$ cat config.mk
export PLATFORM = sky130hd
export DESIGN_NAME = mux_rr_arbiter_4
export DESIGN_NICKNAME = d
export VERILOG_FILES = /design/src/rtl/mux_rr_arbiter_4_pkg.sv /design/src/rtl/mux_4to1_5.sv /design/src/rtl/mux_rr_arbiter_4.sv
export SDC_FILE = /design/constraint.sdc
export NUM_CORES = 1
export LEC_CHECK = 0
export CORE_UTILIZATION = 41
export CTS_BUF_LIST = sky130_fd_sc_hd__clkbuf_2 sky130_fd_sc_hd__clkbuf_4 sky130_fd_sc_hd__clkbuf_8
export CTS_CLUSTER_SIZE = 14
export DETAILED_ROUTE_END_ITERATION = 6
export GPL_TIMING_DRIVEN = 0
export PLACE_DENSITY = 0.78
export SYNTH_ARGS = -nofsm -noshare
export SYNTH_HDL_FRONTEND = slang
export SYNTH_SLANG_ARGS = --single-unit
$ cat constraint.sdc
create_clock -name clock -period 2 [get_ports clock]
set_clock_uncertainty 0.1 [all_clocks]
set_input_delay 0.3 -clock clock [delete_from_list [all_inputs] [get_ports clock]]
set_output_delay 0.3 -clock clock [all_outputs]
set_load 0.02 [all_outputs]
$ cat src/rtl/mux_rr_arbiter_4_pkg.sv
// Shared constants and the round-robin priority search for mux_rr_arbiter_4.
package mux_rr_arbiter_4_pkg;

    localparam logic [1:0] ST_IDLE  = 2'd0;
    localparam logic [1:0] ST_START = 2'd1;
    localparam logic [1:0] ST_WAIT  = 2'd2;

    // Pointer holds the last winner; 3 makes requester 0 first after reset.
    localparam logic [1:0] PTR_RESET = 2'd3;

    localparam int DATA_W_DEF = 5;

    typedef struct packed {
        logic [1:0] w;
        logic       any;
    } rr_pick_t;

    // Search ptr+1, ptr+2, ptr+3, ptr+4 (mod 4); the nearest asserted req wins.
    function automatic rr_pick_t rr_pick(input logic [1:0] ptr, input logic [3:0] req);
        rr_pick_t   r;
        logic [1:0] idx;
        r.w   = 2'd0;
        r.any = 1'b0;
        for (int k = 4; k >= 1; k--) begin
            idx = ptr + 2'(k);
            if (req[idx]) begin
                r.w   = idx;
                r.any = 1'b1;
            end
        end
        return r;
    endfunction

endpackage

$ cat src/rtl/mux_4to1_5.sv
// Plain 4:1 mux of 5-bit operands.
module mux_4to1_5 (
    input  logic [4:0] d0,
    input  logic [4:0] d1,
    input  logic [4:0] d2,
    input  logic [4:0] d3,
    input  logic [1:0] s,
    output logic [4:0] y
);

    always_comb begin
        case (s)
            2'd0:    y = d0;
            2'd1:    y = d1;
            2'd2:    y = d2;
            default: y = d3;
        endcase
    end

endmodule

$ cat src/rtl/mux_rr_arbiter_4.sv
// Round-robin arbiter sharing one multi-cycle resource among 4 requesters;
// holds the grant from START until res_ready or an optional WAIT timeout.
module mux_rr_arbiter_4
    import mux_rr_arbiter_4_pkg::*;
#(
    parameter int DATA_W  = DATA_W_DEF,
    parameter int TIMEOUT = 0,
    parameter int CNT_W   = 8
) (
    input  logic              clock,
    input  logic              reset,
    input  logic [3:0]        req,
    input  logic [DATA_W-1:0] mdata0,
    input  logic [DATA_W-1:0] mdata1,
    input  logic [DATA_W-1:0] mdata2,
    input  logic [DATA_W-1:0] mdata3,
    input  logic              res_ready,
    output logic [1:0]        sel,
    output logic [3:0]        grant,
    output logic [DATA_W-1:0] out,
    output logic              out_valid,
    output logic              busy,
    output logic              timeout_err
);

    localparam int NSLICE = (DATA_W + 4) / 5;
    localparam int PW     = NSLICE * 5;
    localparam logic [CNT_W-1:0] CNT_LAST = CNT_W'((TIMEOUT == 0) ? 0 : TIMEOUT - 1);

    logic [1:0]        state_q, state_d;
    logic [1:0]        ptr_q, ptr_d;
    logic [1:0]        sel_q, sel_d;
    logic [3:0]        grant_q, grant_d;
    logic [DATA_W-1:0] out_q, out_d;
    logic              timeout_err_q, timeout_err_d;
    logic [CNT_W-1:0]  cnt_q, cnt_d;

    rr_pick_t          pick;
    logic [PW-1:0]     pad0, pad1, pad2, pad3, mux_y_pad;
    logic [DATA_W-1:0] mux_y;

    assign pick = rr_pick(ptr_q, req);

    // Payloads are zero-padded to whole 5-bit slices so any DATA_W reuses the same mux.
    assign pad0  = PW'(mdata0);
    assign pad1  = PW'(mdata1);
    assign pad2  = PW'(mdata2);
    assign pad3  = PW'(mdata3);
    assign mux_y = mux_y_pad[DATA_W-1:0];

    for (genvar g = 0; g < NSLICE; g++) begin : g_mux
        mux_4to1_5 u_mux (
            .d0 (pad0[g*5 +: 5]),
            .d1 (pad1[g*5 +: 5]),
            .d2 (pad2[g*5 +: 5]),
            .d3 (pad3[g*5 +: 5]),
            .s  (pick.w),
            .y  (mux_y_pad[g*5 +: 5])
        );
    end

    always_comb begin
        state_d       = state_q;
        ptr_d         = ptr_q;
        sel_d         = sel_q;
        grant_d       = grant_q;
        out_d         = out_q;
        cnt_d         = cnt_q;
        timeout_err_d = 1'b0;
        case (state_q)
            ST_IDLE: begin
                if (pick.any) begin
                    sel_d   = pick.w;
                    grant_d = 4'b0001 << pick.w;
                    out_d   = mux_y;
                    state_d = ST_START;
                end
            end
            ST_START: begin
                state_d = ST_WAIT;
                cnt_d   = '0;
            end
            ST_WAIT: begin
                // Completion takes priority over a timeout expiring in the same cycle.
                if (res_ready) begin
                    grant_d = 4'b0000;
                    ptr_d   = sel_q;
                    state_d = ST_IDLE;
                end else if ((TIMEOUT != 0) && (cnt_q == CNT_LAST)) begin
                    grant_d       = 4'b0000;
                    ptr_d         = sel_q;
                    state_d       = ST_IDLE;
                    timeout_err_d = 1'b1;
                end else begin
                    cnt_d = cnt_q + 1'b1;
                end
            end
            default: state_d = ST_IDLE;
        endcase
    end

    always_ff @(posedge clock) begin
        if (reset) begin
            state_q       <= ST_IDLE;
            ptr_q         <= PTR_RESET;
            sel_q         <= 2'd0;
            grant_q       <= 4'b0000;
            out_q         <= '0;
            timeout_err_q <= 1'b0;
            cnt_q         <= '0;
        end else begin
            state_q       <= state_d;
            ptr_q         <= ptr_d;
            sel_q         <= sel_d;
            grant_q       <= grant_d;
            out_q         <= out_d;
            timeout_err_q <= timeout_err_d;
            cnt_q         <= cnt_d;
        end
    end

    assign sel         = sel_q;
    assign grant       = grant_q;
    assign out         = out_q;
    assign out_valid   = (state_q == ST_START);
    assign busy        = (state_q != ST_IDLE);
    assign timeout_err = timeout_err_q;

endmodule

* Yosys cells after proc, flatten, opt, wreduce, memory -nomap -nowiden
Index checks and enable logic that the tools add are counted.
** Storage, ports and cells
- Word-level logic and storage cells :: 46
- Output and inout port bits :: 14
- Register bits after elaboration :: 15
- Input port bits :: 27
** Cells by class
- Eq/ne operators :: 6
- Reduce and logical (&&, ||, !) cells :: 8
- Mux-type cells :: 19
- Shift operators :: 1
- Add/sub/neg operators :: 3
- Magnitude comparators :: 4
** Operator list (count)
- 5-bit one-hot mux with 3 select lines :: 1
- 2-bit by 3-bit < comparator with 1-bit output (second input constant) :: 4
- 3-bit two-way mux :: 4
- 1-bit binary-select mux with 2-bit select :: 4
- 4-bit two-way mux :: 2
- 4-bit one-hot mux with 2 select lines :: 1
- 2-bit one-hot mux with 3 select lines :: 1
- 2-bit AND reduction :: 3
- 2-bit adder (second input constant) :: 2
- 2-bit by 1-bit == test with 1-bit output (second input constant) :: 2
- 2-bit == test (second input constant) :: 2
- 2-bit logical NOT :: 2
- 1-bit two-way mux :: 4
- 2-bit two-way mux :: 2
- 2-bit inequality test (second input constant) :: 2
- 2-bit nonzero test :: 2
- 1-bit by 2-bit left shift with 4-bit output (first input constant) :: 1
- 3-bit AND reduction :: 1
- 2-bit by 1-bit adder with 2-bit output (second input constant) :: 1

* Logic depth before layout (Yosys ltp)
- Word-level depth :: 9
- Depth in mapped cells :: 7
- Gate-level depth less buffers :: 5

* By module
Synthesis repeated with hierarchy kept, for this count alone.
** Second synthesis, totals
- Cells, all modules :: 78
- Area, all modules :: 807.0 um^2
** Modules (own cells, without submodules)
- mux_rr_arbiter_4 :: area an instance 683.2 um^2, seq. area each 300.3 um^2, times used 1, cells an instance 72
- mux_4to1_5 :: area an instance 123.9 um^2, seq. area each 0.0 um^2, times used 1, cells an instance 6

* Least setup slack after synthesis
No wires, ideal clock.
- Path kind :: reg2reg
- Start :: register ptr_q[1]
- End :: register out_q[0] (netlist: out[0])
- Arrival :: 1.343 ns
- Period minus slack after synthesis :: 1.576 ns
- Required time :: 1.767 ns
- Path buffers :: 2
- Stages on the path, launching flop included :: 8
- Setup slack :: 0.424 ns
- Setup time :: 0.133 ns
- Cell sequence :: dfxtp_1 -> buf_2 -> nand3b_1 -> o21ai_2 -> nor3_4 -> buf_6 -> mux2i_1 -> o221ai_1
** Between the ends
- Word-level cells in the longest chain between the ends :: 8
- Elaborated cells between the ends (all ways) :: 20
- Classes of those cells :: add/sub (3); eq/ne (2); mux (13); reduce/logical (2)
** Ends and longest elaborated chain
- start, declared :: RTL line mux_rr_arbiter_4.sv:31 : logic [1:0] ptr_q, ptr_d;
- start signal, assigned :: RTL line mux_rr_arbiter_4.sv:113 : ptr_q <= ptr_d;
- 2-bit adder / 1-bit binary-select mux with 2-bit select (equally long branches) :: RTL line mux_rr_arbiter_4_pkg.sv:25, mux_rr_arbiter_4_pkg.sv:26
- 1-bit binary-select mux with 2-bit select / 1-bit two-way mux (equally long branches) :: RTL line mux_rr_arbiter_4_pkg.sv:26 : if (req[idx]) begin
- 1-bit two-way mux (implied by the code) / 3-bit two-way mux (equally long branches) :: RTL line mux_rr_arbiter_4_pkg.sv:26
- 3-bit two-way mux (2 in series) :: RTL line mux_rr_arbiter_4_pkg.sv:26
- 3-bit two-way mux (*) :: RTL line mux_rr_arbiter_4_pkg.sv:26
- 2-bit == test, or another cell as far along :: RTL line mux_4to1_5.sv:12 : case (s)
- 5-bit one-hot mux with 3 select lines :: RTL line mux_4to1_5.sv:12
- end signal, assigned :: RTL line mux_rr_arbiter_4.sv:116 : out_q <= out_d;
- end, declared :: RTL line mux_rr_arbiter_4.sv:34 : logic [DATA_W-1:0] out_q, out_d;
Every way passes the cells marked *; elsewhere a longest branch is shown, timed or not. The select of a mux whose other input is x is not followed.
A chain may end at the register's enable or synchronous reset.

* Worst setup path after layout
- Start :: input req[3]
- End :: register out_q[3] (netlist: out[3])
** Between the ends
- Word-level cells in the longest chain between the ends :: 8
- Elaborated cells between the ends (all ways) :: 17
- Classes of those cells :: eq/ne (2); mux (13); reduce/logical (2)
** Ends and longest elaborated chain
- start, declared :: RTL line mux_rr_arbiter_4.sv:12 : input logic [3:0] req,
- 1-bit binary-select mux with 2-bit select :: RTL line mux_rr_arbiter_4_pkg.sv:26
- 1-bit two-way mux (implied by the code) :: RTL line mux_rr_arbiter_4_pkg.sv:26
- 3-bit two-way mux (3 in series) :: RTL line mux_rr_arbiter_4_pkg.sv:26
- 3-bit two-way mux (*) :: RTL line mux_rr_arbiter_4_pkg.sv:26
- 2-bit == test, or another cell as far along :: RTL line mux_4to1_5.sv:12
- 5-bit one-hot mux with 3 select lines :: RTL line mux_4to1_5.sv:12
Marked as above.

==> results.toml <==
[run_status]
status = "complete, no violations"

[placed_design]
place_ws_ps = -208
hpwl_mm = 1.57
gp_congestion = 0.779
place_area_um2 = 1250
io_buffers = 39

[power]
leakagePower_nw = 0.467
p_total_w = 0.000830
clkPwrFrac_pct = 21.1
switchingPower_w = 0.000266
combPwrFrac_pct = 36.8
p_per_area_nw_per_um2 = 651
swShare_pct = 32.1
internal_power_w = 0.000564
seqPwrFrac_pct = 42.1
vdd_drop_max_v = 0.000475

[worst_hold_path]
hold_class = "flip-flop to flip-flop"

[worst_setup_path]
path_cells = "clkdlybuf4s50_1 -> nand3b_1 -> o21ai_2 -> nor3_4 -> buf_6 -> mux2i_1 -> o221ai_1"
path_class = "primary input to flip-flop"
slowest_stage = "clkdlybuf4s50_1"
cp_max_fo = 10
cp_top_family = "buffers and inverters"
worst_setup_path_start_kind = "primary input"
critPathRequiredTime_ps = 2060
slowest_delay_ps = 540
crit_buf_inv = 2
critPathCaptureType = "flip-flop"
crit_arrival_ps = 1960

[sta]
finalCritPeriodShare_pct = 94.8
maxSlewViolCount = 0
setup_viol = 0
fin_ws_ps = 105
hold_ws_ps = 372
max_freq_mhz = 528
grt_setup_unrepaired = "no"
fin_crit_ps = 1900
hold_viol_final = 0

[floorplan]
start_util_pct = 45.8
fp-row-count = 15
io_pins = 41
core_area_um2 = 1800
die-width_um = 46.9
die_h_um = 46.9
dieArea_um2 = 2200

[final_layout]
final_cell_mix = "39 x clkdlybuf4s50_1, 15 x dfxtp_1, 11 x mux2i_1"
diodes = 0
register_area_um2 = 300
multi_input_area_um2 = 483
syn_to_final_growth_pct = 54.4
fillers = 150
drive_gt1_share_pct = 10.5
layout_commonest_cell = "clkdlybuf4s50_1"
design_area_um2 = 1270
post-route-util_pct = 70.8
nets = 161

[global_route]
overflow = 0
grt_pass1_wl_mm = 3.12
grt_antenna_before_repair = 0
grt_max_degree = 11
grt_pass1_vias = 764
grt_util_all_layers_pct = 20.4

[clock_network]
numCtsBuffers = 3
cts.sinks = 15
path_clk_slew_ps = 90
insertion_delay_ps = 280
clockBufferDepth = 2
cts_setup_buffers = 0
tritoncts = "done"
cts_root_buffer = "clkbuf_4"
cts_resized = 0
cts_htree_levels = 1
hold_buffers = 0

[synthesis]
synthDistinctLibCells = 28
ys_warn_count = 0
synth_area_per_cell_um2 = 9.18
synth-xor-area-share_pct = 0
synth_top_family_by_area = "simple AND/OR/NAND/NOR gates"
syn-num-nets = 117
synth_compound_area_share_pct = 20.0
muxShareOfSynthArea_pct = 13.3
synth_area_um2 = 826
ys_ff_latch = 15
synth-simple-area-share_pct = 24.7
synth_adder_area_share_pct = 0
syn_inst = 90
synth_seq_area_share_pct = 36.4

[route]
post_drt_wl_per_cell_um = 12.6
vias = 830
drt_iter0_drc = 11
drc = 0
final_antenna_net_count = 0
viasPerCell = 5.25
drt_first_pass_iters = 6
routed_wl_mm = 1.98

[job]
drv_cap = 0
==> synth_stat cells, drive strengths merged <==
cell,count,area (um^2)
dfxtp,15,300
buf,3,23.8
a21oi,7,38.8
inv,3,11.3
or2,1,6.26
nand3b,7,52.6
nand3,6,30.0
mux2i,11,110
a21o,1,7.51
or3,2,12.5
nor3b,1,7.51
nor2,8,37.5
o21ai,1,8.76
nand2,7,26.3
conb,1,3.75
nor2b,2,15.0
nor3,1,16.3
clkbuf,2,7.51
a211oi,2,20.0
a211o,2,17.5
o221a,1,20.0
o221ai,6,52.6
==> registers in the layout, summed over array words and instances, names as in the netlist <==
register and cells:
grant 4, out 5, ptr_q 2, sel 2, state_q 2
==> power groups by stage <==
stage	logic [W]	clock network, W	registers [W]
finish	0.000305	0.000175	0.000350
global route	0.000330	0.000195	0.000354
CTS	0.000307	0.000181	0.000350
detailed placement	0.000307	0	0.000356
global placement	0.000302	0	0.000356
floorplan	0.000134	0	0.000385
==> routing by layer <==
layer	vias to the layer above	routed length, um	global-route usage (%)
li1	416	-	-
met1	372	896	24.9
met2	38	946	34.7
met3	4	116	4.23
met4	0	25	8.57
met5	-	0	0
==> logic make-up (layout without fill, tap and decap cells) <==
family                 after synthesis  in the layout
other                                1              1
flip-flops                          15             15
buffers and inverters                8             51
AND/OR/NAND/NOR                     35             35
AO/OA/AOI/OAI                       20             20
multiplexers                        11             11
==> path summary, 6_finish.rpt <==
kind | from | to | slack [ps] | cells past startpoint
worst max register to register | ptr_q[1] | out[3] | 240 | 7
worst min-delay path | grant[0] | grant[0] | 370 | 2
worst max-delay path | req[3] | out[3] | 100 | 7
worst min register to register | grant[0] | grant[0] | 370 | 2
==> metrics by stage <==
step	cells	TNS, ps
finish	158	0
global route	158	0
CTS	158	0
detailed placement	154	-1360
global placement	154	-1340
floorplan	90	0
==> worst register-to-register path: stages (launching register included) <==
cell,delay [ps]
dfxtp_1,310
buf_2,150
nand3b_1,110
o21ai_2,80
nor3_4,320
buf_6,220
mux2i_1,220
o221ai_1,130
==> area by class of cell <==
type	count	share of cell area, %
Inverter	3	0.883
Buffer	5	2.45
Sequential cell	15	23.6
Timing Repair Buffer	39	30.6
Multi-Input combinational cell	67	37.9
Clock inverter	1	0.393
Tap cell	25	2.45
Clock buffer	3	1.77
No activity file was read; power rests on OpenSTA's default activity.
